File: src/rtl/udiv_check_mul.sv
// Sequential shift-add multiplier: rebuilds a dividend as q*d+r from divider results.
// Flags results above 8 bits and remainders not below the divisor.
module udiv_check_mul (
  input  logic        CLK,
  input  logic        iRESET,
  input  logic [7:0]  iQUOTIENT,
  input  logic [3:0]  iDIVISOR,
  input  logic [3:0]  iREMAINDER,
  input  logic        iMULVLD,
  output logic [11:0] oPRODUCT,
  output logic        oOVF,
  output logic        oINVALID,
  output logic        oBUSY,
  output logic        oDONE
);

  localparam logic [1:0] IDLE = 2'd0;
  localparam logic [1:0] CALC = 2'd1;
  localparam logic [1:0] FIN  = 2'd2;

  logic [1:0]  rState;
  logic        rVldD1;
  logic        rVldD2;
  logic        wStart;
  logic [11:0] rAcc;
  logic [11:0] rMcand;
  logic [3:0]  rMplier;
  logic [1:0]  rCount;
  logic        rInv;

  assign wStart = rVldD1 & ~rVldD2;
  assign oBUSY  = (rState != IDLE);

  always_ff @(posedge CLK) begin
    if (iRESET) begin
      rState   <= IDLE;
      rVldD1   <= 1'b0;
      rVldD2   <= 1'b0;
      rAcc     <= '0;
      rMcand   <= '0;
      rMplier  <= '0;
      rCount   <= '0;
      rInv     <= 1'b0;
      oPRODUCT <= '0;
      oOVF     <= 1'b0;
      oINVALID <= 1'b0;
      oDONE    <= 1'b0;
    end else begin
      rVldD1 <= iMULVLD;
      rVldD2 <= rVldD1;
      oDONE  <= 1'b0;
      // a fresh start aborts whatever is in flight
      if (wStart) begin
        rState   <= CALC;
        rMcand   <= {4'b0, iQUOTIENT};
        rMplier  <= iDIVISOR;
        rAcc     <= {8'b0, iREMAINDER};
        rInv     <= (iREMAINDER >= iDIVISOR);
        rCount   <= '0;
        oPRODUCT <= '0;
        oOVF     <= 1'b0;
        oINVALID <= 1'b0;
      end else begin
        unique case (1'b1)
          (rState == CALC): begin
            if (rMplier[0])
              rAcc <= rAcc + rMcand;
            rMcand  <= rMcand << 1;
            rMplier <= rMplier >> 1;
            rCount  <= rCount + 2'd1;
            if (rCount == 2'd3)
              rState <= FIN;
          end
          (rState == FIN): begin
            oPRODUCT <= rAcc;
            oOVF     <= |rAcc[11:8];
            oINVALID <= rInv;
            oDONE    <= 1'b1;
            rState   <= IDLE;
          end
          default: rState <= IDLE;
        endcase
      end
    end
  end

endmodule

File: config.mk
export PLATFORM = sky130hd
export DESIGN_NAME = udiv_check_mul
export DESIGN_NICKNAME = d
export VERILOG_FILES = /design/src/rtl/udiv_check_mul.sv
export SDC_FILE = /design/constraint.sdc
export NUM_CORES = 1
export LEC_CHECK = 0
export ABC_CLOCK_PERIOD_IN_PS = 2300
export BUFFER_PORTS_ARGS = -buffer_cell sky130_fd_sc_hd__buf_2
export CAP_MARGIN = 20
export CORE_MARGIN = 2
export CORE_UTILIZATION = 42
export DETAILED_ROUTE_END_ITERATION = 16
export HOLD_SLACK_MARGIN = 0.06
export PLACE_DENSITY = 0.61
export SYNTH_ARGS = -nofsm -noshare
export SYNTH_HDL_FRONTEND = slang
export SYNTH_SLANG_ARGS = --single-unit
File: constraint.sdc
create_clock -name CLK -period 2.3 [get_ports CLK]
set_clock_uncertainty 0.15 [all_clocks]
set_input_delay 0.23 -clock CLK [delete_from_list [all_inputs] [get_ports CLK]]
set_output_delay 0.23 -clock CLK [all_outputs]
set_load 0.005 [all_outputs]
==> summary.txt, run 1 <==
Status
  – Outcome: finished clean

Die
  – Die X: 80.9 um
  – Initial Utilization: 0.427
  – Core footprint: 5820 sq um
  – Die height: 80.9 um
  – Die area: 6540 sq um
  – Num ports: 35
  – Site Rows: 28

Global routing
  – Gr busiest metal: met2
  – Vias in the first global route: 2084
  – Met3 Use GR: 0.0333
  – Largest net degree at the start of global routing: 28
  – Gr usage total: 0.195
  – Met2 Usage GRT: 0.335
  – First-pass GRT wire length: 9820 um
  – Met1 usage: 0.255
  – Initial antenna violation count: 0
  – GR Overflow Total: 0

Power and ir drop
  – Leakage: 1.21 nW
  – P_int: 1.43 mW
  – Switching share of power: 0.227
  – VDD IR max: 351 uV
  – Sequential share of power: 0.493
  – PD cells: 633 nW/um^2
  – Net switching power: 0.421 mW
  – Part of the power in combinational logic: 0.100
  – Clock power frac: 0.408

Yosys
  – Synth Cell Area: 2480 sq um
  – Synth cell types: 49
  – Largest cells by area after synthesis: dfxtp_1, nand2_1, ha_1, a21oi_1, a311oi_1
  – YS warnings: 0
  – Post-synth top area cell: dfxtp_1
  – EDFF count, synth: 0
  – Top cells by count, synth: nand2_1, dfxtp_1, a21oi_1
  – Register area share after synthesis: 0.403
  – Syn Inst Count: 311
  – Asr flop ratio synth: 0
  – Synth top area share: 0.403
  – Most common cell in the netlist: nand2_1
  – Top_reg_cell synth: dfxtp_1
  – Post-synthesis register bit count: 50
  – Syn nets: 347
  – Mapped Avg Cell Area: 7.99 sq um

STA
  – Post-layout min period: 2100 ps
  – Fmax: 0.477 GHz
  – Fin. max-slew vios: 0
  – Period utilization: 0.912
  – Sum Neg Setup Slack: 0 ps
  – Final Setup Violations: 0
  – Worst Tran Pin Value: 569 ps
  – Hold Vio Cnt, Final: 0
  – Slew headroom: 0.620
  – Unrepaired setup endpoints after global routing: no

Finish
  – ANT cells: 0
  – Nets: 384
  – Post-route cell area: 2930 sq um
  – Synth-to-Final Area Change: 17.8%
  – Share of cells above drive strength 1: 0.163

Setup path
  – Delay-heaviest family, CP: compound AO/OA/AOI/OAI gates
  – Critical path depth in cells: 7
  – CP max FO: 3
  – Crit path cell chain: ha_1, fa_1, a21o_1, a221oi_4, o21ai_1, and2_1, o21ai_1
  – Critical Path RT: 2390 ps
  – Critical path data arrival time: 2180 ps
  – Critical Path End Type: register
  – Crit Path Category: register to register
  – Startpoint Class: register
  – Largest stage delay, worst path: 420 ps
  – FF-to-FF path depth: 7
  – Most frequent CP cell: o21ai_1
  – Worst Path Buf+Inv: 0
  – Slowest CP cell: fa_1

CTS
  – CTS H-tree lvls: 2
  – Clock transition at the registers of the reported paths: 90 ps
  – Worst skew pair latency: 300 ps
  – CTS tree: built
  – Number of CTS-inserted buffers: 5
  – Clock Path Buffers: 2
  – CTS sink count: 50
  – CTS root buf: clkbuf_8

Placed design
  – Placed Area: 2730 sq um
  – Final estimated routing congestion in global placement: 0.870
  – PortBufs: 34
  – Hpwl dp: 4380 um

Job
  – MaxCap Viol Count: 0

Min path
  – Hold Crit Depth: 3
  – Hold Path Class: input port to register

Routing
  – Routed Antenna Nets: 0
  – Wire per inst: 13.9 um
  – Drt total wl: 5880 um
  – 1st-iter DRT viols: 80
  – Vias/cell: 5.22
  – DRC: 0
  – Routed vias: 2213
  – DR pass1 iterations: 4
-- final cells by class --
class,instances,area (sq um)
inverters,6,22.5
well taps,75,93.8
multi-input cells,239,1400
flip-flops and latches,50,1000
repair buffers,46,270
clock inverters,2,60.1
fillers,613,2890
clock buffers,6,82.6
-- final timing paths --
path | startpoint | to | slack (ps)
setup / recovery | rAcc[0] | rAcc[10] | 200
hold / removal | iQUOTIENT[6] | rMcand[6] | 60
setup reg to reg | rAcc[0] | rAcc[10] | 200
hold reg to reg | oOVF | oOVF | 300
-- registers in the layout, summed over array words and instances, names as in the netlist, 2 cells and up --
| name | cells |
|---|---|
| oPRODUCT | 12 |
| rAcc | 12 |
| rMcand | 12 |
| rMplier | 4 |
| rCount | 2 |
| rState | 2 |
-- power groups by stage --
stage | logic [mW] | clock network, mW | registers (mW)
2_1_floorplan | 0.126 | 0 | 0.927
3_3_place_gp | 0.177 | 0 | 0.932
3_5_place_dp | 0.180 | 0 | 0.933
4_1_cts | 0.186 | 0.768 | 0.913
5_1_grt | 0.211 | 0.811 | 0.918
6_report | 0.185 | 0.755 | 0.913
-- worst reg2reg max path: stages, from the launching register on --
cell	delay, ps
dfxtp_1	330
ha_1	240
fa_1	420
a21o_1	220
a221oi_4	280
o21ai_1	130
and2_1	160
o21ai_1	110
-- logic make-up (layout without fill, tap and decap cells) --
logic type                 after synthesis  in the layout  synth area share
adders and majority gates               17             17            0.0887
AOI/OAI and AO/OA                       74             74             0.192
xor gates and xnor gates                 6              6            0.0212
muxes                                    1              1           0.00403
buffers and inverters                   22             60            0.0398
and+or+nand+nor                        141            141             0.251
DFF                                     50             50             0.403
-- metal layers --
metal / part of all wire / routed length (um)
met5: 0 / 0
met3: 0.041 / 242
met4: 0.0061 / 36
met2: 0.48 / 2840
met1: 0.47 / 2760
-- what timing repair did --
item                       CTS  global route
hold endpoints to repair     4             0
buffers inserted             0             0
setup endpoints to repair    0             2
hold buffers                 4             0
gates resized for setup      0             1
-- placed cells by master, fill, tap and decap left out, drive strengths merged, types with 2 or more instances in the layout --
| cell type | synthesis | routed |
|---|---|---|
| a22oi | 2 | 2 |
| o21ai | 9 | 9 |
| nor2 | 24 | 24 |
| clkbuf | 6 | 6 |
| xnor2 | 5 | 5 |
| nand2b | 3 | 3 |
| buf | 10 | 42 |
| nor2b | 5 | 5 |
| o211ai | 4 | 4 |
| nand3 | 5 | 5 |
| nor3 | 3 | 3 |
| ha | 16 | 16 |
| inv | 6 | 6 |
| a21o | 3 | 3 |
| a21oi | 35 | 35 |
| a221oi | 2 | 2 |
| a311oi | 12 | 12 |
| dlygate4sd3 | 0 | 4 |
| nand2 | 87 | 87 |
| bufinv | 0 | 2 |
| nand4 | 2 | 2 |
| and2 | 2 | 2 |
| dfxtp | 50 | 50 |
-- metrics by stage --
step	instances	total power [mW]	hold slack (ps)	utilization	worst slack, ps
global placement	412	1.11	288	0.470	239
global route	424	1.94	82.0	0.503	31.3
CTS	424	1.87	62.8	0.501	177
finish	424	1.85	63.2	0.503	203
floorplan	311	1.05	208	-	329
detailed placement	412	1.11	294	0.470	209
(Power assumes the default switching activity.)
==> inputs of run 2 (changes only) <==
ABC_CLOCK_PERIOD_IN_PS = 2350   (was 2300)
CAP_MARGIN = default   (was 20)
clock period = 2.35 ns   (was 2.3 ns; I/O delays follow)
==> run 2 against run 1 <==
Effect of this change:
- count of clock-buffer cells in the layout grew 1
- cell count shrank 0.24%
- hold slack gained 3.2 ps
- routed wire length grew 0.25%
- critical path depth is the same
- final area shrank 2.2%
- total power shrank 14%
- non-clock buffer count shrank 1
- global-route usage is essentially flat
- critical endpoint unchanged
- largest power group unchanged
==> summary.txt, run 2 (synthesized netlist as in run 1, its figures left out) <==
Status
  – Outcome: finished clean (unchanged)

STA
  – Hold WS: 66.3 ps (was 63.2 ps)
  – Final Setup Violations: 0 (unchanged)
  – Unrepaired setup endpoints after global routing: no (unchanged)
  – Fin. max-slew vios: 0 (unchanged)
  – Slew headroom: 0.629 (was 0.620)
  – Hold Vio Cnt, Final: 0 (unchanged)
  – Period utilization: 0.922 (was 0.912)
  – Fmax: 0.462 GHz (was 0.477 GHz)
  – Sum Neg Setup Slack: 0 ps (unchanged)
  – Post-layout min period: 2170 ps (was 2100 ps)
  – Worst Tran Pin Value: 557 ps (was 569 ps)

Routing
  – Routed vias: 2216 (was 2213)
  – Wire per inst: 13.9 um (about the same)
  – Drt total wl: 5900 um (was 5880 um)
  – Vias/cell: 5.24 (was 5.22)
  – Routed Antenna Nets: 0 (unchanged)
  – 1st-iter DRT viols: 92 (was 80)
  – DRC: 0 (unchanged)
  – DR pass1 iterations: 4 (unchanged)

Global routing
  – First-pass GRT wire length: 9940 um (was 9820 um)
  – Largest net degree at the start of global routing: 24 (was 28)
  – Gr usage total: 0.195 (about the same)
  – GR Overflow Total: 0 (unchanged)
  – Initial antenna violation count: 0 (unchanged)
  – Vias in the first global route: 2088 (was 2084)

Placed design
  – Placed Area: 2710 sq um (was 2730 sq um)
  – PortBufs: 34 (unchanged)
  – Final estimated routing congestion in global placement: 0.837 (was 0.870)
  – Hpwl dp: 4320 um (was 4380 um)
  – Inst Count DP: 409 (was 412)

CTS
  – Clock transition at the registers of the reported paths: 90 ps (about the same)
  – CTS H-tree lvls: 2 (unchanged)
  – CTS sink count: 50 (unchanged)
  – Number of CTS-inserted buffers: 5 (unchanged)
  – Clock Path Buffers: 2 (unchanged)
  – Post-cts sizing count: 0 (unchanged)
  – CTS tree: built (unchanged)
  – CTS root buf: clkbuf_8 (unchanged)
  – Worst skew pair latency: 300 ps (about the same)

Setup path
  – FF-to-FF path depth: 7 (unchanged)
  – Critical Path RT: 2440 ps (was 2390 ps)
  – Crit Path Category: register to register (unchanged)
  – Critical Path End Type: register (unchanged)
  – Reg2Reg Capture Point: rAcc[10] (unchanged)
  – FF-to-FF Start: rAcc[0] (unchanged)
  – R2R Setup Slk: 180 ps (was 200 ps)
  – Critical path data arrival time: 2250 ps (was 2180 ps)
  – CP max FO: 3 (unchanged)
  – Startpoint Class: register (unchanged)

Min path
  – Hold path endpoint: rMcand[7] (was rMcand[6])
  – Hold Path Class: input port to register (unchanged)
  – Hold Crit Depth: 3 (unchanged)
  – Hold path startpoint: iQUOTIENT[7] (was iQUOTIENT[6])

Finish
  – Share of cells above drive strength 1: 0.152 (was 0.163)
  – Most frequent cells in the layout: nand2_1, dfxtp_1, a21oi_1 (unchanged)
  – Post-route cell area: 2860 sq um (was 2930 sq um)
  – Final core occ: 0.492 (was 0.503)
  – Synth-to-Final Area Change: 15.2% (was 17.8%)
  – ANT cells: 0 (unchanged)
  – Non-filler cells, final: 423 (was 424)
  – Fillcell total: 589 (was 613)
  – Nets: 383 (was 384)
  – Leading cell type in the layout, fill and taps excluded: nand2_1 (unchanged)
  – Biggest regs: oPRODUCT (12), rAcc (12), rMcand (12) (unchanged)

Power and ir drop
  – VDD IR max: 318 uV (was 351 uV)
  – PD cells: 556 nW/um^2 (was 633 nW/um^2)
  – Leakage: 1.18 nW (was 1.21 nW)

Die
  – Core footprint: 5820 sq um (unchanged)
  – Site Rows: 28 (unchanged)
  – Die X: 80.9 um (unchanged)
  – Num ports: 35 (unchanged)
  – Die area: 6540 sq um (unchanged)
  – Initial Utilization: 0.427 (unchanged)
  – Die height: 80.9 um (unchanged)

Job
  – MaxCap Viol Count: 0 (unchanged)
[run 2: changes by cell type in the layout (fill, tap and decap cells not counted)]
| cell | previous run | this run |
|---|---|---|
| a221oi_2 | 0 | 1 |
| a221oi_4 | 1 | 0 |
| buf_4 | 8 | 5 |
| bufinv_16 | 2 | 0 |
| clkbuf_1 | 0 | 1 |
| clkinv_2 | 0 | 1 |
| dlygate4sd3_1 | 4 | 6 |
[run 2: where the power goes]
group	leakage [nW]	total (mW)	switching (mW)	internal [mW]
clock	0.0482	0.518	0.279	0.238
combinational	0.723	0.177	0.103	0.0732
sequential	0.406	0.895	0.0230	0.872
[run 2: layer usage]
layer,share of wire,routed length (um),track usage
met1,0.46,2730,0.260
met2,0.48,2820,0.312
met3,0.041,244,0.0378
met4,0.018,106,0.0712
met5,0,0,0
[run 2: worst max path at each step]
| stage | cells after the start | from | endpoint | slack (ps) |
|---|---|---|---|---|
| final | 7 | rAcc[0] | rAcc[10] | 180 |
| after global routing | 7 | rAcc[0] | rAcc[10] | 50 |
| after CTS | 7 | rAcc[0] | rAcc[10] | 220 |
| after detailed placement | 7 | rAcc[0] | rAcc[10] | 240 |
| after global placement | 7 | rAcc[0] | rAcc[10] | 290 |
| after floorplan | 7 | rAcc[0] | rAcc[10] | 380 |
[run 2: cell type report]
type | instances | area (sq um) | area share
Sequential cell | 50 | 1000 | 0.350
Clock buffer | 7 | 86.3 | 0.0302
Tap cell | 75 | 93.8 | 0.0328
Clock inverter | 1 | 5.00 | 0.00175
Multi-Input combinational cell | 239 | 1380 | 0.484
Timing Repair Buffer | 45 | 268 | 0.0936
Inverter | 6 | 22.5 | 0.00787
[run 2: metrics by stage]
stage / total power [mW] / setup slack (ps)
3_3_place_gp: 1.08 / 286
2_1_floorplan: 1.03 / 379
3_5_place_dp: 1.08 / 241
6_report: 1.59 / 183
5_1_grt: 1.66 / 52.4
4_1_cts: 1.60 / 220
[run 2: critical path: stages, from the launching register on]
cell and delay, ps:
dfxtp_1 330, ha_1 240, fa_1 410, a21o_1 200
a221oi_2 340, o21ai_1 130, and2_1 170, o21ai_1 120
[run 2: what timing repair did]
action | 4_1_cts | 5_1_grt
endpoints found under the hold margin | 6 | 0
buffers inserted | 0 | 0
hold buffers | 6 | 0
endpoints found under the setup margin | 0 | 0
